[config.mk]
export PLATFORM = sky130hd
export DESIGN_NAME = multicycle_control
export DESIGN_NICKNAME = d
export VERILOG_FILES = /design/src/rtl/multicycle_control.sv
export SDC_FILE = /design/constraint.sdc
export NUM_CORES = 1
export LEC_CHECK = 0
export BUFFER_PORTS_ARGS = -buffer_cell sky130_fd_sc_hd__buf_2
export CAP_MARGIN = 20
export CORE_ASPECT_RATIO = 0.6
export CORE_MARGIN = 5
export CORE_UTILIZATION = 47
export DETAILED_ROUTE_END_ITERATION = 16
export PLACE_DENSITY = 0.73
export RECOVER_POWER = 50
export SLEW_MARGIN = 30
export SYNTH_ARGS = -nofsm -noshare
export SYNTH_HDL_FRONTEND = slang
export SYNTH_SLANG_ARGS = --single-unit
[constraint.sdc]
create_clock -name clk -period 2.2 [get_ports clk]
set_clock_uncertainty 0.1 [all_clocks]
set_input_delay 0.33 -clock clk [delete_from_list [all_inputs] [get_ports clk]]
set_output_delay 0.33 -clock clk [all_outputs]
set_load 0.01 [all_outputs]
[src/rtl/multicycle_control.sv]
// multicycle_control: multi-cycle MIPS control FSM with memory handshake and retire counter.
// Optional macro MCTRL_ILLEGAL_TRAP_EN: unknown opcodes trap (sticky illegalOp) instead of acting as NOP.
`default_nettype none

module multicycle_control #(
  parameter int ALUOP_W = 3,
  parameter int CNT_W   = 32
) (
  input  logic               clk,
  input  logic               reset,
  input  logic [5:0]         i_opcode,
  input  logic [5:0]         i_funct,
  input  logic               i_memReady,
  output logic               o_pcWrite,
  output logic               o_pcWriteCond,
  output logic               o_branchNe,
  output logic [1:0]         o_pcSource,
  output logic               o_iorD,
  output logic               o_memRead,
  output logic               o_memWrite,
  output logic               o_irWrite,
  output logic [1:0]         o_regDst,
  output logic [1:0]         o_memToReg,
  output logic               o_regWrite,
  output logic               o_aluSrcA,
  output logic [1:0]         o_aluSrcB,
  output logic [ALUOP_W-1:0] o_aluOp,
  output logic [3:0]         o_state,
  output logic [CNT_W-1:0]   o_retired,
  output logic               o_illegalOp
);

  typedef enum logic [3:0] {
    S_FETCH   = 4'd0,
    S_DECODE  = 4'd1,
    S_MEMADDR = 4'd2,
    S_MEMRD   = 4'd3,
    S_MEMWB   = 4'd4,
    S_MEMWR   = 4'd5,
    S_REXEC   = 4'd6,
    S_RWB     = 4'd7,
    S_BRANCH  = 4'd8,
    S_JUMP    = 4'd9,
    S_IEXEC   = 4'd10,
    S_IWB     = 4'd11,
    S_JR      = 4'd12,
    S_JAL     = 4'd13,
    S_TRAP    = 4'd14
  } state_t;

  localparam logic [5:0] c_OP_RTYPE = 6'd0;
  localparam logic [5:0] c_OP_J     = 6'd2;
  localparam logic [5:0] c_OP_JAL   = 6'd3;
  localparam logic [5:0] c_OP_BEQ   = 6'd4;
  localparam logic [5:0] c_OP_BNE   = 6'd5;
  localparam logic [5:0] c_OP_ADDI  = 6'd8;
  localparam logic [5:0] c_OP_ORI   = 6'd13;
  localparam logic [5:0] c_OP_LW    = 6'd35;
  localparam logic [5:0] c_OP_SW    = 6'd43;
  localparam logic [5:0] c_FN_JR    = 6'd8;

  localparam logic [1:0] c_ALU_ADD  = 2'd0;
  localparam logic [1:0] c_ALU_SUB  = 2'd1;
  localparam logic [1:0] c_ALU_FUNC = 2'd2;
  localparam logic [1:0] c_ALU_OR   = 2'd3;

  state_t           r_state;
  state_t           w_next;
  logic [CNT_W-1:0] r_retired;

  logic       w_pcWrite, w_pcWriteCond, w_branchNe, w_iorD, w_memRead, w_memWrite;
  logic       w_irWrite, w_regWrite, w_aluSrcA;
  logic [1:0] w_pcSource, w_regDst, w_memToReg, w_aluSrcB, w_aluOp;

  always_ff @(posedge clk or posedge reset) begin
    if (reset) begin
      r_state   <= S_FETCH;
      r_retired <= '0;
    end else begin
      r_state <= w_next;
      // TRAP never falls back to FETCH, but excluding it keeps the retire rule explicit.
      if (w_next == S_FETCH && r_state != S_FETCH && r_state != S_TRAP)
        r_retired <= r_retired + CNT_W'(1);
    end
  end

  always_comb begin
    w_next        = r_state;
    w_pcWrite     = 1'b0;
    w_pcWriteCond = 1'b0;
    w_branchNe    = 1'b0;
    w_pcSource    = 2'b00;
    w_iorD        = 1'b0;
    w_memRead     = 1'b0;
    w_memWrite    = 1'b0;
    w_irWrite     = 1'b0;
    w_regDst      = 2'b00;
    w_memToReg    = 2'b00;
    w_regWrite    = 1'b0;
    w_aluSrcA     = 1'b0;
    w_aluSrcB     = 2'b00;
    w_aluOp       = c_ALU_ADD;
    // Gating by reset keeps every enable quiet while the asynchronous reset is held.
    if (!reset) begin
      case (r_state)
        S_FETCH: begin
          w_memRead = 1'b1;
          w_aluSrcB = 2'b01;
          if (i_memReady) begin
            w_irWrite = 1'b1;
            w_pcWrite = 1'b1;
            w_next    = S_DECODE;
          end
        end
        S_DECODE: begin
          w_aluSrcB = 2'b11;
          case (i_opcode)
            c_OP_RTYPE:        w_next = (i_funct == c_FN_JR) ? S_JR : S_REXEC;
            c_OP_LW, c_OP_SW:  w_next = S_MEMADDR;
            c_OP_BEQ, c_OP_BNE: w_next = S_BRANCH;
            c_OP_ADDI, c_OP_ORI: w_next = S_IEXEC;
            c_OP_J:            w_next = S_JUMP;
            c_OP_JAL:          w_next = S_JAL;
`ifdef MCTRL_ILLEGAL_TRAP_EN
            default:           w_next = S_TRAP;
`else
            default:           w_next = S_FETCH;
`endif
          endcase
        end
        S_MEMADDR: begin
          w_aluSrcA = 1'b1;
          w_aluSrcB = 2'b10;
          w_next    = (i_opcode == c_OP_LW) ? S_MEMRD : S_MEMWR;
        end
        S_MEMRD: begin
          w_memRead = 1'b1;
          w_iorD    = 1'b1;
          if (i_memReady) w_next = S_MEMWB;
        end
        S_MEMWB: begin
          w_regWrite = 1'b1;
          w_memToReg = 2'b01;
          w_next     = S_FETCH;
        end
        S_MEMWR: begin
          w_memWrite = 1'b1;
          w_iorD     = 1'b1;
          if (i_memReady) w_next = S_FETCH;
        end
        S_REXEC: begin
          w_aluSrcA = 1'b1;
          w_aluOp   = c_ALU_FUNC;
          w_next    = S_RWB;
        end
        S_RWB: begin
          w_regWrite = 1'b1;
          w_regDst   = 2'b01;
          w_next     = S_FETCH;
        end
        S_BRANCH: begin
          w_aluSrcA     = 1'b1;
          w_aluOp       = c_ALU_SUB;
          w_pcWriteCond = 1'b1;
          w_pcSource    = 2'b01;
          w_branchNe    = (i_opcode == c_OP_BNE);
          w_next        = S_FETCH;
        end
        S_IEXEC: begin
          w_aluSrcA = 1'b1;
          w_aluSrcB = 2'b10;
          w_aluOp   = (i_opcode == c_OP_ORI) ? c_ALU_OR : c_ALU_ADD;
          w_next    = S_IWB;
        end
        S_IWB: begin
          w_regWrite = 1'b1;
          w_next     = S_FETCH;
        end
        S_JUMP: begin
          w_pcWrite  = 1'b1;
          w_pcSource = 2'b10;
          w_next     = S_FETCH;
        end
        S_JR: begin
          w_pcWrite  = 1'b1;
          w_pcSource = 2'b11;
          w_next     = S_FETCH;
        end
        S_JAL: begin
          w_pcWrite  = 1'b1;
          w_pcSource = 2'b10;
          w_regWrite = 1'b1;
          w_regDst   = 2'b10;
          w_memToReg = 2'b10;
          w_next     = S_FETCH;
        end
`ifdef MCTRL_ILLEGAL_TRAP_EN
        S_TRAP:  w_next = S_TRAP;
`endif
        default: w_next = S_FETCH;
      endcase
    end
  end

`ifdef MCTRL_ILLEGAL_TRAP_EN
  logic r_illegal;

  always_ff @(posedge clk or posedge reset) begin
    if (reset)
      r_illegal <= 1'b0;
    else if (w_next == S_TRAP)
      r_illegal <= 1'b1;
  end

  assign o_illegalOp = r_illegal;
`else
  assign o_illegalOp = 1'b0;
`endif

  assign o_pcWrite     = w_pcWrite;
  assign o_pcWriteCond = w_pcWriteCond;
  assign o_branchNe    = w_branchNe;
  assign o_pcSource    = w_pcSource;
  assign o_iorD        = w_iorD;
  assign o_memRead     = w_memRead;
  assign o_memWrite    = w_memWrite;
  assign o_irWrite     = w_irWrite;
  assign o_regDst      = w_regDst;
  assign o_memToReg    = w_memToReg;
  assign o_regWrite    = w_regWrite;
  assign o_aluSrcA     = w_aluSrcA;
  assign o_aluSrcB     = w_aluSrcB;
  assign o_aluOp       = ALUOP_W'(w_aluOp);
  assign o_state       = r_state;
  assign o_retired     = r_retired;

endmodule

`default_nettype wire

==> results.md <==
- Final worst slack: -0.0365 ns
- Fin cells: 420
- Mapped Area: 0.00247 mm2
- Arrival time worst endpoint: 2.30 ns
- RSZ-0062 raised after global routing: yes
- Drt first-iter violations: 233
- Total track usage: 0.192
- Via count: 2411
- Actual slew at the worst max-slew pin: 0.486 ns
- Worst setup path class: reg2reg
- CTS max path bufs: 2
- Synth Flop Type: dfrtp_1
- Die H: 66.1 um
- Pin count of the biggest net entering global routing: 35
- CTS Buf Count: 5
- Routed Antenna Nets: 0
- Die area: 0.00685 mm2
- EDFF count, synth: 0
- Count of cell types in the netlist: 54
- Clk_lat worst skew: 0.28 ns
- Final core utilization: 0.636
- Synth area leader: dfrtp_1
- Tot Pwr: 0.00237 W
- DRT Pass-1 Iters: 5
- Worst endpoint required time: 2.27 ns
- Post-synthesis async set-or-reset flop share: 1.00
- Hold Vio Cnt, Final: 0
- Final setup violation count: 2
- Fin crit period: 2.24 ns
- Global-route wire length before repair: 10700 um
- Peak VDD IR: 0.514 mV
- Vias per cell: 5.74
- Final net count: 369
- Clock Sinks: 36
- Most common cell in the netlist: dfrtp_1
- Syn Inst Count: 256
- CTS tree: built
- Achievable Freq: 447 MHz
- # rows: 20
- Hold_ws: 0.235 ns
- Hold Crit Class: in2async
- Die width: 104 um
- Port Buf Inserts: 69
- # IOs: 72
- CP max FO: 4
- Fillers: 428
- Number of synthesized register bits: 36
- Total grt overflow: 0
- DRC: 0
- Hold buffers post-CTS: 0
- Commonest cells post-synth: dfrtp_1 (36), xnor2_1 (32), and3_1 (18), nand2_1 (15), nand4_1 (15)
- Failing checks: setup timing
- Placed cells: 410
- H-tree depth: 2
- Final period utilization: 1.02
- Root Driver: clkbuf_8
- Placed Area: 0.00308 mm2
- Seq/Total Area, Yosys: 0.365
- Multi-input combinational cell area: 0.00148 mm2
- Core box area: 0.00508 mm2
- Leakage power: 1.52 nW
- Post-route cell area: 0.00323 mm2
- YS warnings: 0
- Largest cells by area after synthesis: dfrtp_1 (36%), xnor2_1 (11%), and3_1 (4.6%), nand4_1 (3.8%), nand3_2 (3.6%)
- Share of layout cells above drive strength 1: 0.390
- Clock transition at path regs: 0.07 ns
- Wirelength per Cell: 16.0 um
- Area delta synth->final: 31.0%
- Fin. max-slew vios: 0
- Antenna violations before repair: 0
- Initial core utilization: 0.486
- Status: finished, violations left
- Synth Area per Inst: 9.64 um2
- Ant diodes: 0
- Register area: 902 um2
- MaxCap Viol Count: 0
- Post-DP HPWL: 4960 um
- Vias in the first global route: 2161
- Top cell type's share of synthesized area: 0.365
- Pwr per Cell Area: 733 mW/mm2
- Crit path launch type: flip-flop
- Slew headroom: 0.672
- Final GP Congestion: 0.869
- Post-Route WL: 6720 um
- Crit. End Element: flip-flop
## final cells by class
| class | instances | share of cell area |
|---|---|---|
| Inverter | 4 | 0.00503 |
| Clock inverter | 2 | 0.00310 |
| Tap cell | 66 | 0.0255 |
| Multi-Input combinational cell | 197 | 0.456 |
| Timing Repair Buffer | 109 | 0.205 |
| Clock buffer | 6 | 0.0255 |
| Sequential cell | 36 | 0.279 |
## where the power goes
part           total [W]  internal, W  switching (W)
Clock           0.000488     0.000250       0.000238
Sequential      0.000817     0.000727      0.0000896
Combinational    0.00107     0.000490       0.000576
## metal layers
| layer | up-vias | wire [um] | global-route usage |
|---|---|---|---|
| met1 | 1180 | 3330 | 0.285 |
| met2 | 89 | 2840 | 0.279 |
| met4 | 0 | 90 | 0.0295 |
| met5 | - | 0 | 0 |
| li1 | 1131 | - | - |
| met3 | 11 | 461 | 0.0585 |
## layout by cell type, fill, tap and decap left out, types with 9 or more instances in the layout
| master | netlist | routed |
|---|---|---|
| and3_1 | 18 | 18 |
| buf_2 | 5 | 58 |
| buf_4 | 6 | 35 |
| clkbuf_1 | 5 | 12 |
| dfrtp_1 | 36 | 35 |
| nand2_1 | 15 | 15 |
| nand3_1 | 9 | 9 |
| nand3_2 | 9 | 9 |
| nand4_1 | 15 | 15 |
| nor2_1 | 13 | 13 |
| nor3_1 | 13 | 12 |
| xnor2_1 | 32 | 32 |
## worst max-delay path: stages, from the launching register on
cell and delay, ns:
dfrtp_1 0.38, or4b_4 0.56, or3_4 0.36, o22ai_4 0.14, nor3_4 0.08, buf_4 0.14
nand2_4 0.07, mux2_4 0.29
## state kept, by name, indices dropped and copies added, names as in the netlist
signal / flops
o_retired: 32
o_state: 4
## per-stage QoR
step / setup TNS [ns] / setup WS (ns)
final: -0.0388 / -0.0365
after global routing: -2.63 / -0.126
after CTS: -0.209 / -0.0535
after detailed placement: -3.03 / -0.158
after global placement: -2.00 / -0.149
after floorplan: -0.157 / -0.157
## what timing repair did
action,4_1_cts,5_1_grt
pin swaps,1,1
setup buffers,2,0
resized for setup,7,5
endpoints found under the setup margin,29,35
## logic make-up (layout without fill, tap and decap cells)
kind of cell / after synthesis / count (layout) / share of synthesized area
mux: 2 / 2 / 0.0101
buf+inv: 24 / 121 / 0.0603
flops: 36 / 36 / 0.365
simple gates: 131 / 131 / 0.352
xor+xnor: 34 / 34 / 0.121
other cells: 1 / 2 / 0.00152
compound gates: 27 / 27 / 0.0857
fa+ha+maj: 1 / 1 / 0.00507
## path summary, 6_finish.rpt
path                                     from             to  slack (ns)  depth (start not counted)
min in group clk                        reset     o_state[0]        0.39                          3
worst max-delay path               o_state[1]   o_retired[1]       -0.04                          7
worst min register to register  o_retired[27]  o_retired[27]        0.40                          1
worst max register to register     o_state[1]   o_retired[1]       -0.04                          7
max in group asynchronous               reset   o_retired[0]        1.33                          4
worst min-delay path                    reset     o_state[1]        0.24                          4
(Power assumes the default switching activity.)
